## src/rtl/shift_seq_ctrl.sv

```systemverilog
// Sequencer for an external SIZE-bit D-flip-flop shift chain: accepts a word, loads the chain, shifts it out MSB-first.
// Optional feature macro: SHIFT_SEQ_CTRL_PARITY_EN appends an even-parity bit after the last data bit.
module shift_seq_ctrl #(
    parameter  int unsigned SIZE  = 16,
    localparam int unsigned CNT_W = $clog2(SIZE)
) (
    input  logic            shift_seq_ctrl_port_clk,
    input  logic            shift_seq_ctrl_port_rst,
    input  logic            shift_seq_ctrl_port_in_valid,
    output logic            shift_seq_ctrl_port_in_ready,
    input  logic [SIZE-1:0] shift_seq_ctrl_port_in_data,
    input  logic            shift_seq_ctrl_port_hold,
    output logic            shift_seq_ctrl_port_sr_en,
    output logic            shift_seq_ctrl_port_sr_sp,
    output logic            shift_seq_ctrl_port_sr_si,
    output logic [SIZE-1:0] shift_seq_ctrl_port_sr_pi,
    input  logic            shift_seq_ctrl_port_sr_q,
    output logic            shift_seq_ctrl_port_ser_out,
    output logic            shift_seq_ctrl_port_ser_valid,
    output logic            shift_seq_ctrl_port_busy,
    output logic            shift_seq_ctrl_port_done
);

    localparam logic [CNT_W-1:0] LAST_BIT = CNT_W'(SIZE - 1);

    typedef enum logic [2:0] {
        IDLE  = 3'd0,
        LOAD  = 3'd1,
        SHIFT = 3'd2,
`ifdef SHIFT_SEQ_CTRL_PARITY_EN
        PAR   = 3'd4,
`endif
        DONE  = 3'd3
    } state_t;

    state_t           state;
    state_t           state_nxt;
    logic [CNT_W-1:0] cnt;
    logic [CNT_W-1:0] cnt_nxt;
    logic [SIZE-1:0]  word_q;
    logic             accept;

`ifdef SHIFT_SEQ_CTRL_PARITY_EN
    logic             parity_q;
`endif

    assign accept = shift_seq_ctrl_port_in_valid && (state == IDLE);

    // State, bit counter and the captured word
    always_ff @(posedge shift_seq_ctrl_port_clk or negedge shift_seq_ctrl_port_rst) begin
        if (!shift_seq_ctrl_port_rst) begin
            state  <= IDLE;
            cnt    <= '0;
            word_q <= '0;
        end else begin
            state <= state_nxt;
            cnt   <= cnt_nxt;
            if (accept) begin
                word_q <= shift_seq_ctrl_port_in_data;
            end
        end
    end

`ifdef SHIFT_SEQ_CTRL_PARITY_EN
    // Even parity of the accepted word, sent after the last data bit
    always_ff @(posedge shift_seq_ctrl_port_clk or negedge shift_seq_ctrl_port_rst) begin
        if (!shift_seq_ctrl_port_rst) begin
            parity_q <= 1'b0;
        end else if (accept) begin
            parity_q <= ^shift_seq_ctrl_port_in_data;
        end
    end
`endif

    // Next-state and counter; hold only freezes the shifting states
    always_comb begin
        state_nxt = state;
        cnt_nxt   = cnt;
        case (state)
            IDLE: begin
                if (accept) begin
                    state_nxt = LOAD;
                end
            end
            LOAD: begin
                cnt_nxt   = '0;
                state_nxt = SHIFT;
            end
            SHIFT: begin
                if (!shift_seq_ctrl_port_hold) begin
                    cnt_nxt = cnt + CNT_W'(1);
                    if (cnt == LAST_BIT) begin
`ifdef SHIFT_SEQ_CTRL_PARITY_EN
                        state_nxt = PAR;
`else
                        state_nxt = DONE;
`endif
                    end
                end
            end
`ifdef SHIFT_SEQ_CTRL_PARITY_EN
            PAR: begin
                if (!shift_seq_ctrl_port_hold) begin
                    state_nxt = DONE;
                end
            end
`endif
            DONE: begin
                state_nxt = IDLE;
            end
            default: begin
                state_nxt = IDLE;
            end
        endcase
    end

    // Control outputs decoded from the state so reset takes effect in the same cycle
    always_comb begin
        shift_seq_ctrl_port_in_ready  = 1'b0;
        shift_seq_ctrl_port_sr_en     = 1'b0;
        shift_seq_ctrl_port_sr_sp     = 1'b1;
        shift_seq_ctrl_port_ser_out   = 1'b0;
        shift_seq_ctrl_port_ser_valid = 1'b0;
        shift_seq_ctrl_port_done      = 1'b0;
        case (state)
            IDLE: begin
                shift_seq_ctrl_port_in_ready = 1'b1;
            end
            LOAD: begin
                shift_seq_ctrl_port_sr_en = 1'b1;
                shift_seq_ctrl_port_sr_sp = 1'b0;
            end
            SHIFT: begin
                shift_seq_ctrl_port_ser_out   = shift_seq_ctrl_port_sr_q;
                shift_seq_ctrl_port_ser_valid = !shift_seq_ctrl_port_hold;
                shift_seq_ctrl_port_sr_en     = !shift_seq_ctrl_port_hold;
            end
`ifdef SHIFT_SEQ_CTRL_PARITY_EN
            PAR: begin
                shift_seq_ctrl_port_ser_out   = parity_q;
                shift_seq_ctrl_port_ser_valid = !shift_seq_ctrl_port_hold;
            end
`endif
            DONE: begin
                shift_seq_ctrl_port_done = 1'b1;
            end
            default: begin
                shift_seq_ctrl_port_in_ready = 1'b0;
            end
        endcase
    end

    assign shift_seq_ctrl_port_busy  = (state != IDLE);
    assign shift_seq_ctrl_port_sr_si = 1'b0;
    assign shift_seq_ctrl_port_sr_pi = word_q;

endmodule

```

## config.mk

```make
export PLATFORM = sky130hd
export DESIGN_NAME = shift_seq_ctrl
export DESIGN_NICKNAME = d
export VERILOG_FILES = /design/src/rtl/shift_seq_ctrl.sv
export SDC_FILE = /design/constraint.sdc
export NUM_CORES = 1
export LEC_CHECK = 0
export CORE_MARGIN = 1
export CORE_UTILIZATION = 44
export DETAILED_ROUTE_END_ITERATION = 10
export PLACE_DENSITY = 0.91
export SLEW_MARGIN = 20
export SYNTH_ARGS = -nofsm -noshare
export SYNTH_HDL_FRONTEND = slang
export SYNTH_SLANG_ARGS = --single-unit
```

## constraint.sdc

```tcl
create_clock -name shift_seq_ctrl_port_clk -period 3.5 [get_ports shift_seq_ctrl_port_clk]
set_clock_uncertainty 0.2 [all_clocks]
set_input_delay 0.7 -clock shift_seq_ctrl_port_clk [delete_from_list [all_inputs] [get_ports shift_seq_ctrl_port_clk]]
set_output_delay 0.7 -clock shift_seq_ctrl_port_clk [all_outputs]
set_load 0.02 [all_outputs]
```

==> run summary <==
Crit Path Category - input port to output port
Static Leakage - 0.683 nW
Core Rows - 17
Max Clock Freq - 326 MHz
TNS Setup - 0 ns
final worst slack - 0.429 ns
relative slew slack - 38.6%
clk_lat worst skew - 0.29 ns
DRC - 0
Clock Path Buffers - 2
cells after synthesis - 72
Final Hold Fails - 0
switching share of total power - 36.7%
layout cells sized above 1 - 20.0%
Worst EP arrival - 2.17 ns
core area - 2230 um2
top cell type's share of synthesized area - 52.6%
Total Wirelength - 1.92 mm
Synth area leader - dfrtp_1
Syn Area/Cell - 14.5 um2
Slew @ Worst Pin - 0.918 ns
max_cap viols - 0
pwr dens - 926 nW/um2
Distinct cells, synth - 22
diode count - 0
worst hold path depth - 1
Crit. End Element - output port
DRT antenna net count - 0
# setup viols final - 0
level count of the clock H-tree - 1
fill count - 172
initial core utilization - 46.8%
sequential share of the synthesized area - 52.6%
root buffer cell - clkbuf_4
area grow syn2layout - 44.4%
commonest non-fill, non-tap cell in the layout - clkdlybuf4s50_1
antenna violations before repair - 0
CTS clk-pin slew, worst paths - 0.11 ns
DRT Pass-1 Iters - 4
via count - 697
number of global-route vias before repair - 726
Gate power share - 60.2%
post-CTS setup buffer count - 0
IO Port Bufs - 43
RSZ-0062 raised after global routing - no
Layout Nets - 143
post-DP HPWL - 1.40 mm
WP data required - 2.60 ns
syn_nets - 98
fin. max-slew vios - 0
worst min path class - flip-flop to flip-flop
YS warnings - 0
die width - 50.8 um
Post-CTS Hold Fix Bufs - 0
first-pass GRT wire length - 3.22 mm
WL/cell - 13.4 um
global route overflow - 0
CTS sink cnt - 22
Avg Vias per Cell - 4.87
synthesized cell area - 1050 um2
number of CTS-inserted buffers - 3
CTS tree - built
die height - 50.8 um
Clk network pwr share - 7.6%
leading cell types in the layout, fill and taps excluded - 43 x clkdlybuf4s50_1, 22 x dfrtp_1, 11 x mux2_4
pre-CTS setup slack - 0.424 ns
largest net degree at the start of global routing - 23
initial DRC count - 5
GP Congestion - 0.679
outcome - finished clean
CP Max Fanout - 6
type of origin of the critical path - input port
die area - 2580 um2
final worst path period need - 3.07 ns
Max IR drop VDD - 0.634 mV
Cell Int Power - 0.000885 W
sequential share of power - 32.3%
io pins - 45
FF+latch count, synth - 22
Tot GR Track Use - 16.8%
Final Cycle Share - 87.7%
dominant cells by area after synthesis - dfrtp_1 53%, mux2_4 16%, mux2_2 7.5%
PostCTS Resize Cnt - 0
depth of the most critical reg-to-reg path - 4
Psw - 0.000514 W
## layout make-up
type                            count  area, um2  area share [%]
Multi-Input combinational cell     43        457            30.2
Sequential cell                    22        551            36.5
Tap cell                           28       35.0            2.32
Timing Repair Buffer               43        430            28.5
Clock buffer                        3       22.5            1.49
Inverter                            4       15.0           0.994
## worst max-delay path: stages
cell and delay (ns):
clkdlybuf4s50_1 0.56, and2b_1 0.22, o21a_1 0.16, clkdlybuf4s50_1 0.53
## kinds of logic after synthesis
logic type / Yosys count / share of synthesized area (%)
other: 1 / 0.359
buffers and inverters: 7 / 3.71
AND/OR/NAND/NOR: 9 / 5.50
XOR/XNOR: 3 / 2.51
AO/OA/AOI/OAI: 7 / 5.98
multiplexers: 18 / 23.3
flip-flops: 22 / 52.6
adder cells (fa/ha/maj): 5 / 5.98
## sequential cells by signal, indices dropped and copies added, names as in the netlist
signal and count:
shift_seq_ctrl_port_sr_pi 16, state 2, cnt 4
## stage by stage
stage	cell area, um2	total power [W]	std cells	util [%]	hold WS, ns
4_1_cts	1510	0.00141	143	67.6	0.318
3_3_place_gp	1490	0.00128	140	66.6	0.288
2_1_floorplan	1050	0.000963	72	-	0.204
5_1_grt	1510	0.00149	143	67.6	0.342
6_report	1510	0.00140	143	67.6	0.318
3_5_place_dp	1490	0.00130	140	66.6	0.294
## Yosys cell counts
| cell | instances |
|---|---|
| buf_4 | 1 |
| nor2_1 | 1 |
| nand2b_1 | 2 |
| conb_1 | 1 |
| nand4b_1 | 2 |
| xnor2_1 | 3 |
| and2b_1 | 1 |
| ha_1 | 5 |
| o21a_1 | 1 |
| nand2_2 | 1 |
| inv_1 | 4 |
| mux2_4 | 11 |
| a2bb2oi_2 | 1 |
| o21ai_0 | 1 |
| o22a_1 | 1 |
| and2_1 | 1 |
| nand2_1 | 1 |
| dfrtp_1 | 22 |
| buf_2 | 1 |
| buf_6 | 1 |
| mux2_2 | 7 |
| a22o_1 | 3 |
## layer usage
metal	up-vias	track usage (%)	part of all wire [%]	wire length (um)
met2	28	27.1	44	841
met1	335	23.4	50	964
met4	0	2.78	0.42	8
li1	332	-	-	-
met5	-	0	0	0
met3	2	3.64	5.7	109
## final timing paths
path | slack (ns) | start | end
worst max register to register | 1.66 | state[1] | shift_seq_ctrl_port_sr_pi[13]
worst max-delay path | 0.43 | shift_seq_ctrl_port_hold | shift_seq_ctrl_port_sr_en
worst min register to register | 0.32 | shift_seq_ctrl_port_sr_pi[14] | shift_seq_ctrl_port_sr_pi[14]
max in group asynchronous | 1.82 | shift_seq_ctrl_port_rst | shift_seq_ctrl_port_sr_pi[6]
min in group asynchronous | 0.71 | shift_seq_ctrl_port_rst | state[0]
worst min-delay path | 0.32 | shift_seq_ctrl_port_sr_pi[14] | shift_seq_ctrl_port_sr_pi[14]
## power by group through the flow
stage | clock network (W) | registers [W] | logic (W)
after CTS | 0.000107 | 0.000451 | 0.000850
after detailed placement | 0 | 0.000456 | 0.000844
after floorplan | 0 | 0.000569 | 0.000393
after global routing | 0.000121 | 0.000469 | 0.000895
final | 0.000106 | 0.000451 | 0.000841
after global placement | 0 | 0.000450 | 0.000829
No activity file was read; power rests on OpenSTA's default activity.
